==> config.mk <==
export PLATFORM = sky130hd
export DESIGN_NAME = sha2_stream_core_flat
export DESIGN_NICKNAME = d
export VERILOG_FILES = /design/src/rtl/sha2_stream_core_if.sv /design/src/rtl/sha2_stream_core.sv /design/src/flat_wrapper.sv
export SDC_FILE = /design/constraint.sdc
export NUM_CORES = 2
export LEC_CHECK = 0
export BUFFER_PORTS_ARGS = -buffer_cell sky130_fd_sc_hd__buf_4
export CORE_MARGIN = 1
export CORE_UTILIZATION = 35
export CTS_CLUSTER_SIZE = 28
export DETAILED_ROUTE_END_ITERATION = 12
export PLACE_DENSITY = 0.59
export SLEW_MARGIN = 40
export SYNTH_ARGS = -nofsm -noshare
export SYNTH_HDL_FRONTEND = slang
export SYNTH_SLANG_ARGS = --single-unit
==> constraint.sdc <==
create_clock -name clock -period 13.77 [get_ports clock]
set_input_delay 0.6885 -clock clock [delete_from_list [all_inputs] [get_ports clock]]
set_output_delay 0.6885 -clock clock [all_outputs]
set_load 0.005 [all_outputs]
==> src/rtl/sha2_stream_core_if.sv <==
// Block-level handshake between a message-block source and the SHA-2 compression core.
interface sha2_stream_core_if;
  logic         block_valid;
  logic         block_first;
  logic         mode_224;
  logic [511:0] block;
  logic         block_ready;
  logic [255:0] digest;
  logic         digest_valid;
  logic         busy;

  modport master (
    output block_valid, block_first, mode_224, block,
    input  block_ready, digest, digest_valid, busy
  );

  modport slave (
    input  block_valid, block_first, mode_224, block,
    output block_ready, digest, digest_valid, busy
  );
endinterface

==> src/rtl/sha2_stream_core.sv <==
// SHA-256/SHA-224 block compression core: one 512-bit block per accept,
// ROUNDS_PER_CYCLE chained rounds per clock, 16-word sliding message schedule.
module sha2_stream_core #(
  parameter int ROUNDS_PER_CYCLE = 1,
  parameter bit SUPPORT_224      = 1'b1
) (
  input  logic               clock,
  input  logic               reset,
  sha2_stream_core_if.slave  bus
);

  localparam int R = ROUNDS_PER_CYCLE;

  generate
    if (!(R == 1 || R == 2 || R == 4)) begin : g_bad_rounds
      $error("sha2_stream_core: ROUNDS_PER_CYCLE must be 1, 2 or 4");
    end
  endgenerate

  localparam logic [1:0] ST_IDLE     = 2'd0;
  localparam logic [1:0] ST_COMPRESS = 2'd1;
  localparam logic [1:0] ST_FINAL    = 2'd2;

  localparam logic [5:0] STEP     = 6'(R);
  localparam logic [5:0] LAST_CNT = 6'(64 - R);

  localparam logic [0:63][31:0] K = {
    32'h428a2f98, 32'h71374491, 32'hb5c0fbcf, 32'he9b5dba5, 32'h3956c25b, 32'h59f111f1, 32'h923f82a4, 32'hab1c5ed5,
    32'hd807aa98, 32'h12835b01, 32'h243185be, 32'h550c7dc3, 32'h72be5d74, 32'h80deb1fe, 32'h9bdc06a7, 32'hc19bf174,
    32'he49b69c1, 32'hefbe4786, 32'h0fc19dc6, 32'h240ca1cc, 32'h2de92c6f, 32'h4a7484aa, 32'h5cb0a9dc, 32'h76f988da,
    32'h983e5152, 32'ha831c66d, 32'hb00327c8, 32'hbf597fc7, 32'hc6e00bf3, 32'hd5a79147, 32'h06ca6351, 32'h14292967,
    32'h27b70a85, 32'h2e1b2138, 32'h4d2c6dfc, 32'h53380d13, 32'h650a7354, 32'h766a0abb, 32'h81c2c92e, 32'h92722c85,
    32'ha2bfe8a1, 32'ha81a664b, 32'hc24b8b70, 32'hc76c51a3, 32'hd192e819, 32'hd6990624, 32'hf40e3585, 32'h106aa070,
    32'h19a4c116, 32'h1e376c08, 32'h2748774c, 32'h34b0bcb5, 32'h391c0cb3, 32'h4ed8aa4a, 32'h5b9cca4f, 32'h682e6ff3,
    32'h748f82ee, 32'h78a5636f, 32'h84c87814, 32'h8cc70208, 32'h90befffa, 32'ha4506ceb, 32'hbef9a3f7, 32'hc67178f2
  };

  localparam logic [0:7][31:0] IV_256 = {
    32'h6a09e667, 32'hbb67ae85, 32'h3c6ef372, 32'ha54ff53a,
    32'h510e527f, 32'h9b05688c, 32'h1f83d9ab, 32'h5be0cd19
  };

  localparam logic [0:7][31:0] IV_224 = {
    32'hc1059ed8, 32'h367cd507, 32'h3070dd17, 32'hf70e5939,
    32'hffc00b31, 32'h68581511, 32'h64f98fa7, 32'hbefa4fa4
  };

  function automatic logic [31:0] rotr(input logic [31:0] x, input int unsigned n);
    return (x >> n) | (x << (32 - n));
  endfunction

  function automatic logic [31:0] big_s0(input logic [31:0] x);
    return rotr(x, 2) ^ rotr(x, 13) ^ rotr(x, 22);
  endfunction

  function automatic logic [31:0] big_s1(input logic [31:0] x);
    return rotr(x, 6) ^ rotr(x, 11) ^ rotr(x, 25);
  endfunction

  function automatic logic [31:0] small_s0(input logic [31:0] x);
    return rotr(x, 7) ^ rotr(x, 18) ^ (x >> 3);
  endfunction

  function automatic logic [31:0] small_s1(input logic [31:0] x);
    return rotr(x, 17) ^ rotr(x, 19) ^ (x >> 10);
  endfunction

  logic [1:0]  state_reg;
  logic [5:0]  cnt_reg;
  logic        mode_reg;
  logic        dv_reg;
  logic [31:0] h_reg    [0:7];
  logic [31:0] work_reg [0:7];
  logic [31:0] win_reg  [0:15];

  logic [31:0] blk_w    [0:15];
  logic [31:0] ext      [0:15+R];
  logic [31:0] round_v  [0:7];
  logic        mode_sel;
  logic        accept;

  assign mode_sel = SUPPORT_224 && bus.mode_224;
  assign accept   = (state_reg == ST_IDLE) && bus.block_valid;

  genvar gi;
  generate
    for (gi = 0; gi < 16; gi++) begin : g_blk_words
      assign blk_w[gi] = bus.block[511-32*gi -: 32];
    end
  endgenerate

  // ext[0..15] is W[t..t+15]; ext[16..15+R] are the R words the window needs next.
  always_comb begin
    for (int k = 0; k < 16; k++) ext[k] = win_reg[k];
    for (int j = 0; j < R; j++) begin
      ext[16+j] = small_s1(ext[14+j]) + ext[9+j] + small_s0(ext[1+j]) + ext[j];
    end
  end

  always_comb begin : rounds_comb
    logic [31:0] t1;
    logic [31:0] t2;
    t1 = '0;
    t2 = '0;
    for (int k = 0; k < 8; k++) round_v[k] = work_reg[k];
    for (int i = 0; i < R; i++) begin
      t1 = round_v[7] + big_s1(round_v[4])
         + ((round_v[4] & round_v[5]) ^ (~round_v[4] & round_v[6]))
         + K[cnt_reg + 6'(i)] + ext[i];
      t2 = big_s0(round_v[0])
         + ((round_v[0] & round_v[1]) ^ (round_v[0] & round_v[2]) ^ (round_v[1] & round_v[2]));
      round_v[7] = round_v[6];
      round_v[6] = round_v[5];
      round_v[5] = round_v[4];
      round_v[4] = round_v[3] + t1;
      round_v[3] = round_v[2];
      round_v[2] = round_v[1];
      round_v[1] = round_v[0];
      round_v[0] = t1 + t2;
    end
  end

  // Working variables and schedule window carry no reset; only control and H do.
  always_ff @(posedge clock) begin
    if (!reset) begin
      state_reg <= ST_IDLE;
      cnt_reg   <= '0;
      dv_reg    <= 1'b0;
      mode_reg  <= 1'b0;
      for (int k = 0; k < 8; k++) h_reg[k] <= IV_256[k];
    end else begin
      case (state_reg)
        ST_IDLE: begin
          if (accept) begin
            state_reg <= ST_COMPRESS;
            cnt_reg   <= '0;
            dv_reg    <= 1'b0;
            for (int k = 0; k < 16; k++) win_reg[k] <= blk_w[k];
            if (bus.block_first) begin
              mode_reg <= mode_sel;
              for (int k = 0; k < 8; k++) begin
                h_reg[k]    <= mode_sel ? IV_224[k] : IV_256[k];
                work_reg[k] <= mode_sel ? IV_224[k] : IV_256[k];
              end
            end else begin
              for (int k = 0; k < 8; k++) work_reg[k] <= h_reg[k];
            end
          end
        end
        ST_COMPRESS: begin
          for (int k = 0; k < 8; k++) work_reg[k] <= round_v[k];
          for (int k = 0; k < 16; k++) win_reg[k] <= ext[k+R];
          cnt_reg <= cnt_reg + STEP;
          if (cnt_reg == LAST_CNT) state_reg <= ST_FINAL;
        end
        ST_FINAL: begin
          for (int k = 0; k < 8; k++) h_reg[k] <= h_reg[k] + work_reg[k];
          dv_reg    <= 1'b1;
          state_reg <= ST_IDLE;
        end
        default: state_reg <= ST_IDLE;
      endcase
    end
  end

  assign bus.block_ready  = (state_reg == ST_IDLE);
  assign bus.busy         = (state_reg != ST_IDLE);
  assign bus.digest_valid = dv_reg;

  generate
    for (gi = 0; gi < 8; gi++) begin : g_digest
      assign bus.digest[255-32*gi -: 32] = (gi == 7 && mode_reg) ? 32'h0 : h_reg[gi];
    end
  endgenerate

endmodule

==> src/flat_wrapper.sv <==
// flat-port wrapper written by rule: the top's interface ports become plain ports
module sha2_stream_core_flat 
#(
  parameter int ROUNDS_PER_CYCLE = 1,
  parameter bit SUPPORT_224      = 1'b1
)
  (clock, reset, bus_block_valid, bus_block_first, bus_mode_224, bus_block, bus_block_ready, bus_digest, bus_digest_valid, bus_busy);
  sha2_stream_core_if bus_i ();
  input  logic clock;
  input  logic reset;
  input wire logic [$bits(bus_i.block_valid)-1:0] bus_block_valid;
  input wire logic [$bits(bus_i.block_first)-1:0] bus_block_first;
  input wire logic [$bits(bus_i.mode_224)-1:0] bus_mode_224;
  input wire logic [$bits(bus_i.block)-1:0] bus_block;
  output wire logic [$bits(bus_i.block_ready)-1:0] bus_block_ready;
  output wire logic [$bits(bus_i.digest)-1:0] bus_digest;
  output wire logic [$bits(bus_i.digest_valid)-1:0] bus_digest_valid;
  output wire logic [$bits(bus_i.busy)-1:0] bus_busy;
  assign bus_i.block_valid = bus_block_valid;
  assign bus_i.block_first = bus_block_first;
  assign bus_i.mode_224 = bus_mode_224;
  assign bus_i.block = bus_block;
  assign bus_block_ready = bus_i.block_ready;
  assign bus_digest = bus_i.digest;
  assign bus_digest_valid = bus_i.digest_valid;
  assign bus_busy = bus_i.busy;
  sha2_stream_core #(.ROUNDS_PER_CYCLE(ROUNDS_PER_CYCLE), .SUPPORT_224(SUPPORT_224)) u_core (.clock(clock), .reset(reset), .bus(bus_i));
endmodule
Word-level counts from Yosys, hierarchy flattened. Memories as Yosys holds them, arrays and structs flattened. Cells that the tools add are included.

Add/sub/neg operators: 19. Order comparisons: 1. Eq/ne operators: 5. Muxes and demuxes: 87. Bitwise operators: 76. Reductions and logical operators: 9.

Operators by type and width (number): two-way mux 32 bit (56); adder 32 bit (18); XOR 32 bit (9); bitwise AND 32 bit (5); two-way mux 31 bit (2); bitwise OR 1 bit (48); inverter 32 bit (1); bitwise OR 10 x 32 -> 32 bit (1); bitwise OR 13 x 32 -> 32 bit (1); bitwise OR 14 x 32 -> 32 bit (1); bitwise OR 15 x 32 -> 32 bit (1); bitwise OR 19 x 32 -> 32 bit (1); bitwise OR 21 x 32 -> 32 bit (1); bitwise OR 25 x 32 -> 32 bit (1); bitwise OR 26 x 32 -> 32 bit (1); bitwise OR 30 x 32 -> 32 bit (1); bitwise OR 7 x 32 -> 32 bit (1); XOR 32 x 22 -> 32 bit (1); XOR 32 x 29 -> 32 bit (1); two-way mux 28 bit (1); two-way mux 1 bit (22); one-hot mux 6 bit (2 select lines) (1); >= comparator 7 bit (second input constant) (1); inverter 6 -> 7 bit (1); 14 further kinds (20).

Register bits after elaboration: 10. Bits in writable memories: 1024. ROM bits: 2048. Input port bits: 517. Word-level logic and storage cells: 205. Memories kept: 4.

Memories: (no name shown) (words 64, width 32, rd ports 1, clocked after Yosys merged registers in 0, wr ports 0, line sha2_stream_core.sv:109) `+ K[cnt_reg + 6'(i)] + ext[i];`; u_core.win_reg (words 16, width 32, rd ports 16, clocked after Yosys merged registers in 0, wr ports 16, line sha2_stream_core.sv:74) `logic [31:0] win_reg [0:15];`; u_core.h_reg (words 8, width 32, rd ports 8, clocked after Yosys merged registers in 0, wr ports 8, line sha2_stream_core.sv:72) `logic [31:0] h_reg [0:7];`; u_core.work_reg (words 8, width 32, rd ports 8, clocked after Yosys merged registers in 0, wr ports 8, line sha2_stream_core.sv:73) `logic [31:0] work_reg [0:7];`.

Longest topological paths before layout. An unclocked memory read counts as a cell.

Depth in word-level cells: 10. Mapped depth: 41. Mapped depth without buffers: 38.

Worst setup path before layout. OpenSTA, ideal clock, no wires.

Path kind: input -> register. Start: input port reset. End: memory u_core.win_reg[0][0], enable pin. Library setup time: 3632 ps. Arrival time: 9970 ps. Data required time: 10138 ps. Path slack: 167 ps. Cell stages on the path: 5. Path buffers: 3. Path through: nand2_1 clkbuf_1 clkbuf_1 clkbuf_1 nand2_1.

RTL lines: from (decl) (line flat_wrapper.sv:10) `input logic reset;`; to (decl) (line sha2_stream_core.sv:74).

==> impl_summary.log <==
[metrics] run status: complete, no violations
[metrics] number of global-route vias before repair: 57600
[metrics] Util after Layout: 41.0%
[metrics] minimum hold slack: 0.115 ns
[metrics] Crit path required time: 14.37 ns
[metrics] area overhead of the layout relative to synthesis: 15.9%
[metrics] number of buffers added to fix hold violations after cts: 0
[metrics] flops & latches, synth: 1034
[metrics] CTS tree: done
[metrics] main area contributors after synthesis: edfxtp_1 (42%), nand2_1 (9.6%), ha_1 (6.9%), fa_1 (5.4%), xnor2_1 (4.5%)
[metrics] core outline area: 203000 µm²
[metrics] number of clock buffers inserted by TritonCTS: 131
[metrics] CP top delay family: compound AO/OA/AOI/OAI gates
[metrics] Synthesized Nets: 8660
[metrics] most common cell in the synthesized netlist: nand2_1
[metrics] flip-flop count of the largest register, all copies and words added: 512
[metrics] std cell rows: 165
[metrics] post-CTS clock slew at the launch and capture registers of the worst setup and hold paths: 0.06 ns
[metrics] Max-slew headroom: 40.3%
[metrics] Max Cap Violations: 0
[metrics] post-placement setup slack: 3.95 ns
[metrics] final global-route overflow total: 0
[metrics] maximum fanout along the worst path: 31
[metrics] total wire length: 302000 µm
[metrics] fraction of registers with async set/reset: 0%
[metrics] wire length of the first global-routing pass: 421000 µm
[metrics] max frequency: 101 MHz
[metrics] routed via count: 59700
[metrics] syn avg cell area: 9.50 µm²
[metrics] insertion delay of the later-clocked pin in the worst-skew pair: 0.84 ns
[metrics] Top FF cell, synth: edfxtp_1
[metrics] Yosys top cell by area: edfxtp_1
[metrics] startpoint-to-endpoint class of the critical path: reg -> reg
[metrics] die width: 455 µm
[metrics] setup skew after layout: 0.0576 ns
[metrics] Critical Path Slowest Stage Cell: ha_1
[metrics] root cell of the clock tree: clkbuf_16
[metrics] initial antenna violation count: 24
[metrics] critical path's largest stage delay: 0.78 ns
[metrics] class of the worst hold path: in -> reg
[metrics] TNS Setup: 0 ns
[metrics] number of DRC violations after detailed-routing iteration 0: 5721
[metrics] slack of the critical path: 3.88 ns
[metrics] I/O pin count: 776
[metrics] Post-synth EDFFs: 1010
[metrics] Detailed Routing Iterations Pass 1: 6
[metrics] Clock H-tree levels: 4
[metrics] remaining number of nets flagged by the antenna check after routing: 0
[metrics] post_cts resized: 0
[metrics] Commonest cells post-synth: nand2_1 (1845), edfxtp_1 (1010), a21oi_1 (488), o21ai_0 (454), ha_1 (393)
[metrics] starting density of the core: 35.4%
[metrics] DRC violation count after routing: 0
[metrics] number of sinks handled by clock tree synthesis: 1034
[metrics] count of buffering cells on the critical path with inverters included: 4
[metrics] element type at the critical path end: register
[metrics] number of instances in the synthesized netlist: 7555
[metrics] max-slew violation total from the final report: 0
[metrics] final critical delay including setup and external delays: 9.89 ns
[metrics] depth of the worst hold-timing path: 3
[metrics] overall track demand over capacity in global routing: 28.4%
[metrics] nets: 9023
[metrics] count of cell types in the netlist: 96
[metrics] post-synthesis sequential area ratio: 42.9%
[metrics] yosys warns: 0
[metrics] maximum number of pins on one net before global-route repair: 189
[metrics] quantity of I/O buffers inserted on ports: 775
[metrics] Worst Setup Start Kind: register
[metrics] Setup violations, final: 0
[metrics] instance count on the critical path: 29
[metrics] number of hold-slack violations in the final timing report: 0
[metrics] maximum number of buffers from clock root to sink: 3
[metrics] share of post-route cells with drive strength above 1: 14.0%
[metrics] final worst-path cycle share: 71.8%
[metrics] post-detailed-placement half-perimeter wirelength: 234000 µm
[metrics] DR vias/cell: 5.57
[metrics] cell type with the highest occurrence count on the critical path: fa_1
[metrics] data arrival time of the worst path: 10.49 ns
[metrics] GPL Wtd Cong: 0.988
[metrics] Post-CTS Setup Bufs: 0
[metrics] die area: 207000 µm²
[metrics] mean routed wirelength per cell: 28.2 µm
[metrics] portion of synthesized cell area occupied by the leading cell type: 42.3%
[metrics] setup repair after global routing missed its margin: false
[metrics] worst reg-to-reg path cell count: 29
[metrics] Netlist Area Pre-Place: 71800 µm²
[metrics] Die Y-Extent: 455 µm
[metrics] pin slew with the least headroom to its limit: 0.870 ns
==> logic make-up after synthesis <==
logic type	Yosys count	share of synthesized area, %
flip-flops	1034	42.9
AND/OR/NAND/NOR	2657	15.4
adder cells (fa/ha/maj)	611	12.6
multiplexers	55	0.915
XOR/XNOR	553	6.77
buffers and inverters	917	5.98
AO/OA/AOI/OAI	1728	15.4
==> worst min-delay path, cell delays in order <==
cell and delay (ns):
buf_4 0.07, nand2_1 0.04, nand2_1 0.05
==> final timing paths <==
kind,start,endpoint,slack (ns)
min,bus_block[317],u_core.win_reg[3][29],0.11
max,u_core.cnt_reg[0],u_core.work_reg[0][28],3.88
min reg2reg,u_core.win_reg[2][45],u_core.win_reg[2][13],0.50
max reg2reg,u_core.cnt_reg[0],u_core.work_reg[0][28],3.88
==> placed cells by master (no fill, tap or decap), drive strengths merged, types with 60 or more instances in the layout <==
master	netlist	layout
a21o	198	198
a21oi	489	489
buf	262	847
clkbuf	355	162
clkinv	3	60
edfxtp	1010	1010
fa	195	195
ha	393	393
inv	297	299
nand2	1845	1845
nand3	85	85
nor2	313	313
nor2b	71	71
nor3	92	92
o21ai	459	459
xnor2	369	369
xor2	183	183
==> per-stage QoR <==
stage | std cells | cell area, µm²
floorplan | 7555 | 71800
global placement | 10400 | 78400
detailed placement | 10500 | 78600
CTS | 10700 | 83000
global route | 10700 | 83200
finish | 10700 | 83200
==> cell type report <==
type | instances | area [µm²]
well taps | 2672 | 3340
clock buffers | 162 | 3430
repair buffers | 847 | 6610
clock inverters | 79 | 985
diodes | 14 | 35.0
flip-flops and latches | 1034 | 30800
fillers | 19900 | 120000
multi-input cells | 5604 | 36800
inverters | 300 | 1130
==> metal layers <==
layer / track usage [%] / part of all wire, % / up-vias
met5: 0 / 0.023 / -
met4: 13.8 / 5.4 / 10
met3: 5.55 / 7.3 / 538
met2: 47.0 / 48 / 2550
met1: 35.3 / 40 / 29500
li1: - / - / 27000
Power is not shown: default switching activity piles up to over one toggle a cycle in this logic, so the estimate is an artifact.
